**config.mk**
```make
export PLATFORM = sky130hd
export DESIGN_NAME = alu_result_stage
export DESIGN_NICKNAME = d
export VERILOG_FILES = /design/src/rtl/alu_result_stage.sv
export SDC_FILE = /design/constraint.sdc
export NUM_CORES = 1
export LEC_CHECK = 0
export BUFFER_PORTS_ARGS = -buffer_cell sky130_fd_sc_hd__buf_2
export CAP_MARGIN = 40
export CORE_UTILIZATION = 40
export DETAILED_ROUTE_END_ITERATION = 6
export PLACE_DENSITY = 0.68
export SLEW_MARGIN = 25
export SYNTH_ARGS = -nofsm -noshare
export SYNTH_HDL_FRONTEND = slang
export SYNTH_SLANG_ARGS = --single-unit
```
**constraint.sdc**
```tcl
create_clock -name clk -period 2.9 [get_ports clk]
set_clock_uncertainty 0.15 [all_clocks]
set_input_delay 0.87 -clock clk [delete_from_list [all_inputs] [get_ports clk]]
set_output_delay 0.87 -clock clk [all_outputs]
set_load 0.05 [all_outputs]
```
**src/rtl/alu_result_stage.sv**
```systemverilog
// alu_result_stage: registered 2-entry skid FIFO behind the ALU.
// Screens illegal ops on push, commits flags/err/retire count on pop.
//
// Ports:
//   clk, rst          clock, synchronous active-high reset
//   in_valid/in_ready ALU-side handshake (in_ready is registered)
//   in_result, in_b   ALU result and operand B (div/mod-by-zero check)
//   in_sel            ALU opcode that produced in_result
//   in_rd, in_wb_en   destination register and write enable
//   in_flag_en        commit the flags on retire
//   in_Z/O/Ca/Neg     ALU flags
//   out_valid/ready   writeback-side handshake
//   out_result/rd     head entry payload
//   out_wb_en/err     head write enable after screening, illegal marker
//   flag_Z/O/Ca/Neg   architectural flag register
//   err_sticky/clr    sticky illegal-op indicator and its clear
//   retired_cnt       wrapping count of retired entries
module alu_result_stage #(
    parameter int N      = 6,
    parameter int REG_AW = 4,
    parameter int CNT_W  = 16
) (
    input  logic              clk,
    input  logic              rst,
    input  logic              in_valid,
    output logic              in_ready,
    input  logic [N-1:0]      in_result,
    input  logic [N-1:0]      in_b,
    input  logic [3:0]        in_sel,
    input  logic [REG_AW-1:0] in_rd,
    input  logic              in_wb_en,
    input  logic              in_flag_en,
    input  logic              in_Z,
    input  logic              in_O,
    input  logic              in_Ca,
    input  logic              in_Neg,
    output logic              out_valid,
    input  logic              out_ready,
    output logic [N-1:0]      out_result,
    output logic [REG_AW-1:0] out_rd,
    output logic              out_wb_en,
    output logic              out_err,
    output logic              flag_Z,
    output logic              flag_O,
    output logic              flag_Ca,
    output logic              flag_Neg,
    output logic              err_sticky,
    input  logic              err_clr,
    output logic [CNT_W-1:0]  retired_cnt
);

    typedef struct packed {
        logic [N-1:0]      result;
        logic [REG_AW-1:0] rd;
        logic              wb_en;
        logic              flag_en;
        logic              err;
        logic              z;
        logic              o;
        logic              ca;
        logic              neg;
    } entry_t;

    entry_t             mem_q [2];
    entry_t             mem_d [2];
    logic [1:0]         count_q, count_d;
    logic               wr_ptr_q, wr_ptr_d;
    logic               rd_ptr_q, rd_ptr_d;
    logic               valid_q, valid_d;
    logic               ready_q, ready_d;
    logic [3:0]         flags_q, flags_d;
    logic               err_q, err_d;
    logic [CNT_W-1:0]   cnt_q, cnt_d;

    entry_t             head;
    entry_t             new_entry;
    logic               illegal;
    logic               push;
    logic               pop;

    assign head = mem_q[rd_ptr_q];
    assign push = in_valid & ready_q;
    assign pop  = valid_q & out_ready;

    // Div/mod by zero, or an opcode beyond the defined range.
    always_comb begin
        illegal = (((in_sel == 4'b0011) || (in_sel == 4'b0100))
                   && (in_b == '0))
                  || (in_sel > 4'b1010);
    end

    always_comb begin
        new_entry         = '0;
        new_entry.result  = in_result;
        new_entry.rd      = in_rd;
        new_entry.wb_en   = in_wb_en & ~illegal;
        new_entry.flag_en = in_flag_en & ~illegal;
        new_entry.err     = illegal;
        new_entry.z       = in_Z;
        new_entry.o       = in_O;
        new_entry.ca      = in_Ca;
        new_entry.neg     = in_Neg;
    end

    always_comb begin
        mem_d[0] = mem_q[0];
        mem_d[1] = mem_q[1];
        wr_ptr_d = wr_ptr_q;
        rd_ptr_d = rd_ptr_q;
        count_d  = count_q;
        if (push) begin
            mem_d[wr_ptr_q] = new_entry;
            wr_ptr_d        = ~wr_ptr_q;
        end
        if (pop) begin
            rd_ptr_d = ~rd_ptr_q;
        end
        if (push && !pop) begin
            count_d = count_q + 2'd1;
        end else if (pop && !push) begin
            count_d = count_q - 2'd1;
        end
        valid_d = (count_d != 2'd0);
        ready_d = (count_d != 2'd2);
    end

    // Committed state moves only on retire, so it follows program order.
    always_comb begin
        flags_d = flags_q;
        err_d   = err_q;
        if (err_clr) begin
            err_d = 1'b0;
        end
        if (pop) begin
            if (head.flag_en) begin
                flags_d = {head.z, head.o, head.ca, head.neg};
            end
            if (head.err) begin
                err_d = 1'b1;
            end
        end
        cnt_d = cnt_q + {{(CNT_W-1){1'b0}}, pop};
    end

    always_ff @(posedge clk) begin
        if (rst) begin
            mem_q[0] <= '0;
            mem_q[1] <= '0;
            wr_ptr_q <= 1'b0;
            rd_ptr_q <= 1'b0;
            count_q  <= 2'd0;
            valid_q  <= 1'b0;
            ready_q  <= 1'b1;
            flags_q  <= 4'd0;
            err_q    <= 1'b0;
            cnt_q    <= '0;
        end else begin
            mem_q[0] <= mem_d[0];
            mem_q[1] <= mem_d[1];
            wr_ptr_q <= wr_ptr_d;
            rd_ptr_q <= rd_ptr_d;
            count_q  <= count_d;
            valid_q  <= valid_d;
            ready_q  <= ready_d;
            flags_q  <= flags_d;
            err_q    <= err_d;
            cnt_q    <= cnt_d;
        end
    end

    assign in_ready    = ready_q;
    assign out_valid   = valid_q;
    assign out_result  = head.result;
    assign out_rd      = head.rd;
    assign out_wb_en   = head.wb_en;
    assign out_err     = head.err;
    assign flag_Z      = flags_q[3];
    assign flag_O      = flags_q[2];
    assign flag_Ca     = flags_q[1];
    assign flag_Neg    = flags_q[0];
    assign err_sticky  = err_q;
    assign retired_cnt = cnt_q;

endmodule

```
Word level (Yosys, flattened, before mapping)
Memories as Yosys holds them, arrays and structs flattened. A register that Yosys moved wholly into a read port is not among the register bits. Cells that the tools add are included.

Flip-flop bits (word level): 27. Bits in writable memories: 34. Memories: 1. Output and inout bits: 35.

Reductions and logical operators: 11. Bitwise gates (word level): 10. Multiplexer cells: 16. Add/sub/neg operators: 3. Eq/ne operators: 3. Magnitude comparators: 3.

Memories: mem_q (words 2, width 17, read ports 3, clocked after Yosys merged registers in 1, wr ports 2, RTL line 64) `entry_t mem_q [2];`.

Operators with widths (count): 17-bit 2-to-1 mux (3); 34-bit bitwise mux (1); 34-bit 2-to-1 mux (1); 17-bit demux with 1-bit select (1); 16-bit by 1-bit adder with 16-bit output (1); 1-bit 2-to-1 mux (8); 6-bit logical NOT (1); 1-bit AND (4); 4-bit by 2-bit == test with 1-bit output, second input constant (1); 4-bit by 3-bit == test with 1-bit output, second input constant (1); 4-bit > comparator, second input constant (1); 1-bit logical AND (4); 2-bit 2-to-1 mux (2); 1-bit NOT (3); 2-bit by 1-bit adder with 2-bit output, second input constant (1); 2-bit >= comparator, second input constant (1); 1-bit logical NOT (2); 1-bit logical OR (2); 2-bit by 1-bit < comparator with 1-bit output, second input constant (1); 2-bit != test, second input constant (1); 1-bit NOT with 2-bit output (1); 1-bit bitwise OR (2); 2-bit AND reduction (1); 2-bit nonzero test (1); 2-bit by 1-bit subtractor with 2-bit output, second input constant (1).

Logic depth before layout (Yosys ltp)
Depth after elaboration: 9. Depth in mapped cells: 7. Mapped depth without buffers: 7.

Least setup slack after synthesis
No wires, ideal clock.

Path kind: flip-flop to output port. From: register with a tool-made name. To: output out_rd[0]. Buffers on the path: 3. Slack: 498 ps. Arrival: 1382 ps. Required time: 1880 ps. Stages on the path, launching flop included: 5. Cell sequence: dfxtp_1 > buf_2 > buf_1 > mux2_2 > buf_4.

RTL lines: end: declaration (RTL line 40) `output logic [REG_AW-1:0] out_rd,`.

==> results.txt <==
----------------------------------------------------
[STA]
  Final WS setup ... 225 ps
  Final critical-path required period ... 2670 ps
  Finish-stage setup viols ... 0
  Sum of negative setup slack ... 0 ps
  Final max-slew violation count ... 0
  Worst-margin pin slew ... 593 ps
  Hold violation count in the final report ... 0
  Highest Clock Rate ... 374 MHz
  Unrepaired setup endpoints after global routing ... no
  Max transition margin ... 60.3%
  Share of the cycle needed by the critical path after routing ... 92.2%
  Hold slack ... 305 ps

[Floorplanning]
  Die Footprint ... 0.00710 mm²
  Number of ports placed on the die boundary ... 66
  Core box area ... 0.00646 mm²
  DIE HEIGHT ... 84.3 µm
  Standard-cell row count ... 29
  Die X ... 84.3 µm
  Initial standard-cell utilization of the core ... 41.9%

[Setup path]
  Critical path startpoint category ... flop
  Delay of the slowest critical-path stage ... 530 ps
  CP Cell Sequence ... buf_4 > mux2_2 > buf_2
  Data arrival at the endpoint of the critical path ... 1650 ps
  Worst r2r src ... out_valid$_SDFF_PP0_
  Path type of the worst setup path ... reg -> out
  Maximum fanout along the worst path ... 7
  Required time of the critical path ... 1880 ps
  Count of cells along the worst register-to-register path ... 7
  Nature of the critical path endpoint ... primary output
  Reg2Reg Setup Slack ... 900 ps
  Slowest stage cell, crit path ... sky130_fd_sc_hd__dfxtp_1

[Routing]
  Antenna viol nets, final ... 0
  Violation count after the first detailed-route iteration ... 133
  Per-cell via count in the routed design ... 5.05
  DRC errors left ... 6
  Final WL ... 5680 µm
  Routed length per instance ... 12.5 µm
  Detailed-route wire length on metal 1 ... 2660 µm
  Number of iterations in the first detailed-routing pass ... 6
  Vias post-DR ... 2,297
  Uppermost signal routing layer after detailed routing ... met4
  Met2 WL post-DR ... 2650 µm
  Met3 routed wirelength ... 309 µm

[Min path]
  Worst hold path cell count ... 2
  Class of the most critical hold timing path ... reg -> reg
  Worst Min Path Start ... mem_q[0][10]$_SDFFE_PP0P_

[Placement]
  DP Cell Count ... 439
  Area of placed instances ... 0.00304 mm²
  Gp weighted congestion ... 0.719
  Setup slack after placement ... 329 ps
  Port-buffer cells ... 65
  DPL Wire Length ... 4010 µm

[Clocking]
  Clock root buffer master ... sky130_fd_sc_hd__clkbuf_8
  Quantity of gates resized following cts ... 0
  Buffer depth of the longest clock path ... 2
  Clock insertion delay at the later pin of the skew report ... 330 ps
  Hold_buf cts ... 0
  Number of clock sinks ... 62
  Count of H-tree levels built during CTS ... 3
  Post-CTS setup buffers ... 0
  Reg clk slew, reported paths ... 70 ps
  CTS tree ... done
  Number of buffers added by the clock tree synthesis step ... 9

[Synthesis]
  Number of warning messages in the yosys log ... 0
  Flops & latches, synth ... 62
  Proportion of synthesized chip area in sequential cells ... 45.8%
  Mean post-synth cell area ... 8.63 µm²
  Top_reg_cell synth ... sky130_fd_sc_hd__dfxtp_1
  Share of Yosys cell area claimed by the top area cell type ... 45.8%
  Most used standard cells in the synthesized netlist ... sky130_fd_sc_hd__nand2_1, sky130_fd_sc_hd__dfxtp_1, sky130_fd_sc_hd__a21oi_1
  Gate count after technology mapping ... 314
  Most frequently used cell type in the post-synthesis netlist ... sky130_fd_sc_hd__nand2_1
  Yosys cell types ... 39
  Dominant cell type by area after synthesis ... sky130_fd_sc_hd__dfxtp_1
  Synthesized netlist net count ... 347
  Async S/R FF share, synth ... 0%
  Post-Syn Area ... 0.00271 mm²
  EDFF count, synth ... 0
  Top area cells in the synthesized netlist ... sky130_fd_sc_hd__dfxtp_1, sky130_fd_sc_hd__nand2_1, sky130_fd_sc_hd__a21oi_1

[Final layout]
  Fraction of layout cells with a size suffix above 1 ... 29.1%
  Fin util ... 50.4%
  Area overhead of the layout relative to synthesis ... 20.1%
  Count of non-filler cells in the finished layout ... 455
  Net count reported at finish ... 406
  Fillers ... 637
  Number of antenna repair diodes ... 0
  Post-route cell area ... 0.00325 mm²

[Power and ir drop]
  Leakage power figure ... 1.37 nW
  Total power density per cell area ... 626 mW/mm²
  PnR Total Power ... 2.04 mW
  Maximum ir drop on the vdd rail ... 0.293 mV

[Global route]
  Global routing usage summed across all routing layers ... 17.3%
  Global-route wire length before repair ... 9830 µm
  GRT Residual Overflow ... 0
  Number of global-route vias before repair ... 2,160
  Pin count of the biggest net entering global routing ... 27
  Initial antenna violation count ... 0

[Run status]
  Result of the run ... complete, but fails checks
  Failing checks ... DRC

[Flow run]
  Max-cap violation count ... 0

----------------------------------------------------
final timing paths:
check | end
worst min-delay path | mem_q[0][10]$_SDFFE_PP0P_
worst max-delay path | out_result[4]
worst min register to register | mem_q[0][10]$_SDFFE_PP0P_
worst max register to register | retired_cnt[14]$_SDFF_PP0_
state kept, by name, indices dropped and copies added, names as in the netlist, named ones only:
name,count
count_q,2
err_sticky,1
flags_q,4
in_ready,1
mem_q,34
out_valid,1
rd_ptr_q,1
retired_cnt,16
wr_ptr_q,1
cells in the final DEF (no fill, tap or decap), drive strengths merged:
cell,instances
a211oi,4
a21bo,1
a21o,1
a21oi,35
a221oi,1
a32o,4
and3,3
buf,74
bufinv,1
clkbuf,13
clkinv,2
dfxtp,62
ha,2
inv,4
mux2,15
mux2i,6
nand2,65
nand3,8
nand3b,3
nand4,3
nor2,25
nor2b,7
nor3,6
nor4,4
nor4b,1
o21a,2
o21ai,5
o22ai,1
o31ai,2
or2,1
or3,5
or4,2
xnor2,8
xor2,2
critical path, delay by kind of cell (launching register included):
kind	cells	cell delay (ps)
buffers and inverters	2	450
DFF	1	530
muxes	1	340
power by group:
| group | internal [mW] | switching [mW] | total (mW) | leakage [nW] |
|---|---|---|---|---|
| clock | 0.488 | 0.315 | 0.803 | 0.115 |
| combinational | 0.111 | 0.196 | 0.307 | 0.749 |
| sequential | 0.896 | 0.0316 | 0.928 | 0.505 |
| total | 1.49 | 0.542 | 2.04 | 1.37 |
area by class of cell:
cell class | instances | area, µm² | share of cell area (%)
Tap cell | 77 | 96.3 | 2.96
Inverter | 4 | 15.0 | 0.461
Clock inverter | 3 | 40.0 | 1.23
Sequential cell | 62 | 1240 | 38.1
Clock buffer | 13 | 179 | 5.50
Timing Repair Buffer | 74 | 393 | 12.1
Multi-Input combinational cell | 222 | 1290 | 39.6
cell families after synthesis:
kind of cell	after synthesis	share of synthesized area, %
DFF	62	45.8
and+or+nand+nor	133	22.7
muxes	21	8.45
buffers and inverters	30	6.56
adders and majority gates	2	0.924
AOI/OAI and AO/OA	56	12.3
xor gates and xnor gates	10	3.23
metal layers:
layer / GRT usage, % / vias up
met5: 0 / -
met4: 7.99 / 0
met3: 5.11 / 4
met2: 27.0 / 57
met1: 22.1 / 1045
li1: - / 1191
Power figures use the tool's default switching activity.
